`src/rtl/mux_scan_controller.sv`:
```
// -----------------------------------------------------------------------------
// mux_scan_controller
//
// Walks the 4-bit select of an external 16-to-1 mux through channels 0..15,
// holding each select value for DWELL cycles and sampling the mux output W on
// the last cycle of each dwell. The 16 samples collect in a shadow word that
// is copied into data in one go when channel 15 is sampled, so data only
// ever shows complete scans.
//
// Parameters
//   DWELL   cycles each select value is held before sampling (1..15)
//
// Ports
//   clk     in   rising-edge clock
//   rst     in   asynchronous active-high reset
//   start   in   scan request (ignored while a scan is running)
//   mux_w   in   mux output W, combinational on sel
//   sel     out  [3:0] mux select
//   mux_en  out  mux enable, high while scanning
//   busy    out  high while scanning
//   done    out  one-cycle pulse in the cycle data has just been updated
//   data    out  [15:0] last completed scan, bit i = W sampled at sel=i
//   parity  out  XOR of the 16 bits loaded into data
//                (present only when SCAN_PARITY_EN is defined)
//
// Build option: define SCAN_PARITY_EN to add the parity output.
// -----------------------------------------------------------------------------
module mux_scan_controller #(
  parameter int DWELL = 1
) (
  input  logic        clk,
  input  logic        rst,
  input  logic        start,
  input  logic        mux_w,
  output logic [3:0]  sel,
  output logic        mux_en,
  output logic        busy,
  output logic        done,
  output logic [15:0] data
`ifdef SCAN_PARITY_EN
  ,
  output logic        parity
`endif
);

  localparam logic [1:0] ST_IDLE = 2'd0;
  localparam logic [1:0] ST_SCAN = 2'd1;
  localparam logic [1:0] ST_DONE = 2'd2;

  localparam logic [3:0] DWELL_LAST = 4'(DWELL - 1);

  logic [1:0]  state_q,  state_d;
  logic [3:0]  sel_q,    sel_d;
  logic [3:0]  cnt_q,    cnt_d;
  logic [15:0] shadow_q, shadow_d;
  logic [15:0] data_q,   data_d;
  logic        mux_en_q, mux_en_d;
  logic        busy_q,   busy_d;
  logic        done_q,   done_d;

  // Last cycle of a dwell: W is sampled into the shadow at this edge.
  logic sample_en;
  // Sampling channel 15 finishes the scan.
  logic scan_last;

  assign sample_en = (state_q == ST_SCAN) && (cnt_q == DWELL_LAST);
  assign scan_last = sample_en && (sel_q == 4'hF);

  // One write-enable per shadow bit, keyed on the channel being sampled.
  genvar gi;
  generate
    for (gi = 0; gi < 16; gi++) begin : g_shadow
      assign shadow_d[gi] = (sample_en && (sel_q == 4'(gi))) ? mux_w : shadow_q[gi];
    end
  endgenerate

  always_comb begin
    state_d = state_q;
    sel_d   = sel_q;
    cnt_d   = cnt_q;
    // shadow_d already carries bit 15 sampled at this edge, so data gets
    // the complete word.
    data_d  = scan_last ? shadow_d : data_q;

    case (state_q)
      ST_IDLE: begin
        if (start) begin
          state_d = ST_SCAN;
          sel_d   = 4'd0;
          cnt_d   = 4'd0;
        end
      end
      ST_SCAN: begin
        if (sample_en) begin
          cnt_d = 4'd0;
          sel_d = sel_q + 4'd1;  // wraps 15 -> 0 on the last channel
          if (scan_last) begin
            state_d = ST_DONE;
          end
        end else begin
          cnt_d = cnt_q + 4'd1;
        end
      end
      ST_DONE: begin
        if (start) begin
          state_d = ST_SCAN;
          sel_d   = 4'd0;
          cnt_d   = 4'd0;
        end else begin
          state_d = ST_IDLE;
        end
      end
      default: begin
        state_d = ST_IDLE;
        sel_d   = 4'd0;
        cnt_d   = 4'd0;
      end
    endcase

    // Status outputs are decoded from the next state so they come straight
    // off flops and line up with the state they describe.
    mux_en_d = (state_d == ST_SCAN);
    busy_d   = (state_d == ST_SCAN);
    done_d   = (state_d == ST_DONE);
  end

  always_ff @(posedge clk or posedge rst) begin
    if (rst) begin
      state_q  <= ST_IDLE;
      sel_q    <= 4'd0;
      cnt_q    <= 4'd0;
      shadow_q <= 16'd0;
      data_q   <= 16'd0;
      mux_en_q <= 1'b0;
      busy_q   <= 1'b0;
      done_q   <= 1'b0;
    end else begin
      state_q  <= state_d;
      sel_q    <= sel_d;
      cnt_q    <= cnt_d;
      shadow_q <= shadow_d;
      data_q   <= data_d;
      mux_en_q <= mux_en_d;
      busy_q   <= busy_d;
      done_q   <= done_d;
    end
  end

  assign sel    = sel_q;
  assign mux_en = mux_en_q;
  assign busy   = busy_q;
  assign done   = done_q;
  assign data   = data_q;

`ifdef SCAN_PARITY_EN
  logic parity_q, parity_d;

  assign parity_d = scan_last ? (^shadow_d) : parity_q;

  always_ff @(posedge clk or posedge rst) begin
    if (rst) begin
      parity_q <= 1'b0;
    end else begin
      parity_q <= parity_d;
    end
  end

  assign parity = parity_q;
`endif

endmodule

```
`config.mk`:
```
export PLATFORM = sky130hd
export DESIGN_NAME = mux_scan_controller
export DESIGN_NICKNAME = d
export VERILOG_FILES = /design/src/rtl/mux_scan_controller.sv
export SDC_FILE = /design/constraint.sdc
export NUM_CORES = 1
export LEC_CHECK = 0
export BUFFER_PORTS_ARGS = -buffer_cell sky130_fd_sc_hd__buf_2
export CAP_MARGIN = 20
export CORE_ASPECT_RATIO = 2
export CORE_MARGIN = 2
export CORE_UTILIZATION = 40
export DETAILED_ROUTE_END_ITERATION = 12
export GPL_ROUTABILITY_DRIVEN = 0
export PLACE_DENSITY = 0.65
export SLEW_MARGIN = 0
export SYNTH_ARGS = -nofsm -noshare
export SYNTH_HDL_FRONTEND = slang
export SYNTH_SLANG_ARGS = --single-unit
```
`constraint.sdc`:
```
create_clock -name clk -period 1.9 [get_ports clk]
set_input_delay 0.095 -clock clk [delete_from_list [all_inputs] [get_ports clk]]
set_output_delay 0.095 -clock clk [all_outputs]
set_load 0.005 [all_outputs]
```
==> flow_summary.json <==
{
  "clock_latency_ns": 0.29,
  "synth_top_flop_cell": "dfrtp_1",
  "synth_top_area_share_pct": 56.4,
  "crit_slowest_cell": "dfrtp_1",
  "cellPowerDensity_nw_per_um2": 1360,
  "grt_pass1_vias": 1387,
  "start_util_pct": 41.5,
  "status": "finished, final reports clean",
  "antenna_left": 0,
  "grt_setup_unrepaired": "true",
  "cts_buffers": 5,
  "clk_pin_slew_worst_paths_ns": 0.08,
  "area_growth_pct": 20.8,
  "dieWidth_um": 52.9,
  "grt_pass1_wl_um": 6440,
  "clockBufferDepth": 2,
  "synth_top_cell_by_area": "dfrtp_1",
  "gr-usage-met1_pct": 19.1,
  "fill_cells": 410,
  "grt_max_degree": 44,
  "yosysMostFrequentCell": "dfrtp_1",
  "multi_input_area_um2": 783,
  "ys_seq_area_share_pct": 56.4,
  "p_comb_share_pct": 37.2,
  "die-area_um2": 5380,
  "routed_wl_um": 3720,
  "fmaxAchievable_mhz": 545,
  "core-area_um2": 4600,
  "n_antenna_cell": 0,
  "drtIter0Drc": 12,
  "drc_errors": 0,
  "use_met3_pct": 3.24,
  "hpwl_um": 2720,
  "synth.distinct_cells": 27,
  "layout.nets": 212,
  "switching_share_pct": 33.9,
  "worstSetupEndpointType": "flip-flop",
  "yosys.area_share.simple_pct": 12.1,
  "ir_drop_uv": 898,
  "ios": 27,
  "dieHeight_um": 102,
  "viasPerCell": 5.03,
  "finClkSkew_ns": 0.00649,
  "synth_common_cells": "43 x dfrtp_1, 16 x mux2_2, 13 x o21ai_0",
  "worst-path-buf-inv": 2,
  "seq_area_um2": 1080,
  "ys_seq_elements": 43,
  "synth_top_family_by_area": "multiplexers",
  "holdWs_ns": 0.0347,
  "port_buffers": 26,
  "grt_overflow_total": 0,
  "clock-sinks": 43,
  "synthXorXnorAreaFrac_pct": 0.917,
  "synth_fa_ha_area_share_pct": 3.93,
  "critPathArrivalTime_ns": 2.01,
  "crit_top_cell": "mux2_4",
  "syn_inst": 164,
  "routedWlPerCell_um": 14.5,
  "drive_gt1_share_pct": 35.1,
  "cts_root_buf": "clkbuf_8",
  "crit_chain": "inv_1, ha_2, nor3b_4, buf_6, nand4_1, mux2_4, mux2_4",
  "fin_crit_sh_pct": 96.6,
  "first_pass_iters": 4,
  "p_int_uw": 2070,
  "crit_family": "multiplexers",
  "startpoint_type": "flip-flop",
  "h-tree-depth": 2,
  "vias": 1293,
  "fp-row-count": 35,
  "power.leakage_uw": 0.00109,
  "synth_area_per_cell_um2": 11.6,
  "synth_area_um2": 1910,
  "drv_slew": 0,
  "synth_nets": 174,
  "setup_viol": 0,
  "synthMuxAreaShare_pct": 14.7,
  "crit_fanout": 4,
  "criticalPathCategory": "reg -> reg",
  "power_frac_clock_pct": 18.0,
  "synth-warning-count": 0,
  "p_switching_uw": 1060,
  "synth_edf_count": 0,
  "slew_headroom_pct": 64.7,
  "synth_compound_area_share_pct": 7.34,
  "fin_crit_ns": 1.84,
  "crit_required_ns": 2.08,
  "worstMarginPinSlew_ns": 0.530,
  "min_path_type": "in -> reg",
  "placed_cell_area_um2": 2140,
  "critPathMaxStageDelay_ns": 0.41,
  "grt_util_met2_pct": 28.1,
  "cts_tree": "built",
  "final_area_um2": 2310,
  "synth_area_leaders": "dfrtp_1 56%, mux2_2 9.4%, ha_1 3.9%, mux2i_1 3.7%, o21ai_0 3.4%",
  "hold_viol": 0,
  "busiest_layer": "met2",
  "grtUsageTotal_pct": 16.3,
  "antenna_found_initial": 0,
  "p_seq_share_pct": 44.8,
  "synthArstFlopShare_pct": 100,
  "maxCapViolCount": 0
}
-- final timing paths --
path,from,to,slack (ns),cells after the start
min in group asynchronous,rst,data[6]$_DFFE_PP0P_,0.48,4
max in group asynchronous,rst,shadow_q[2]$_DFF_PP0_,1.05,4
max reg2reg,cnt_q[1]$_DFFE_PP0P_,data[14]$_DFFE_PP0P_,0.06,7
min,start,sel[3]$_DFFE_PP0P_,0.03,2
max,cnt_q[1]$_DFFE_PP0P_,data[14]$_DFFE_PP0P_,0.06,7
min reg2reg,state_q[1]$_DFF_PP0_,sel[3]$_DFFE_PP0P_,0.50,1
-- registers in the layout, summed over array words and instances, names as in the netlist --
signal / flops
sel: 4
done: 1
busy: 1
shadow_q: 15
data: 16
cnt_q: 4
state_q: 2
-- cell usage in the layout, fill, tap and decap left out, drive strengths merged, types with 2 or more instances in the layout --
master / n
a21oi: 4
a22o: 2
and4: 2
buf: 38
clkbuf: 6
dfrtp: 43
ha: 6
inv: 12
mux2: 18
mux2i: 7
nand2: 9
nand2b: 4
nand3: 8
nand4: 3
nor2: 11
nor2b: 3
o21ai: 13
o31ai: 3
xor2: 2
-- cell families after synthesis --
family	count (synthesis)
fa+ha+maj	6
flops	43
mux	25
simple gates	44
compound gates	24
xor+xnor	2
buf+inv	20
-- worst reg2reg max path, cell delays in order, from the launching register on --
cell,delay [ns]
dfrtp_1,0.41
inv_1,0.07
ha_2,0.17
nor3b_4,0.23
buf_6,0.13
nand4_1,0.12
mux2_4,0.33
mux2_4,0.26
-- what timing repair did --
item,in CTS,in global routing
buffers inserted,0,3
setup endpoints to repair,0,21
endpoints found under the hold margin,43,0
hold buffers,1,0
gates resized for setup,0,14
-- cell type report --
type / instances / share of cell area (%)
clock inverters: 1 / 0.217
clock buffers: 6 / 3.58
flip-flops and latches: 43 / 46.6
repair buffers: 39 / 10.7
inverters: 12 / 1.95
multi-input cells: 101 / 33.9
well taps: 55 / 2.98
-- stage by stage --
step           worst slack, ns  utilization, %  power [uW]  setup TNS [ns]  instances
2_1_floorplan            0.185               -        2130               0        164
3_5_place_dp            0.0681            46.6        2480               0        246
3_3_place_gp             0.116            46.6        2440               0        246
4_1_cts                 0.0455            48.7        3070               0        254
5_1_grt                -0.0477            50.2        3380          -0.152        257
6_report                0.0650            50.2        3140               0        257
-- layer usage --
layer	vias to the layer above	wire length (um)
li1	640	-
met4	0	80
met5	-	0
met1	623	1490
met2	25	2030
met3	5	120
-- power groups by stage --
stage | clock network [uW] | registers (uW) | logic [uW]
after floorplan | 0 | 1410 | 722
after global placement | 0 | 1400 | 1040
after detailed placement | 0 | 1410 | 1070
after CTS | 591 | 1400 | 1080
after global routing | 623 | 1450 | 1310
final | 566 | 1400 | 1170
(Power assumes the default switching activity.)
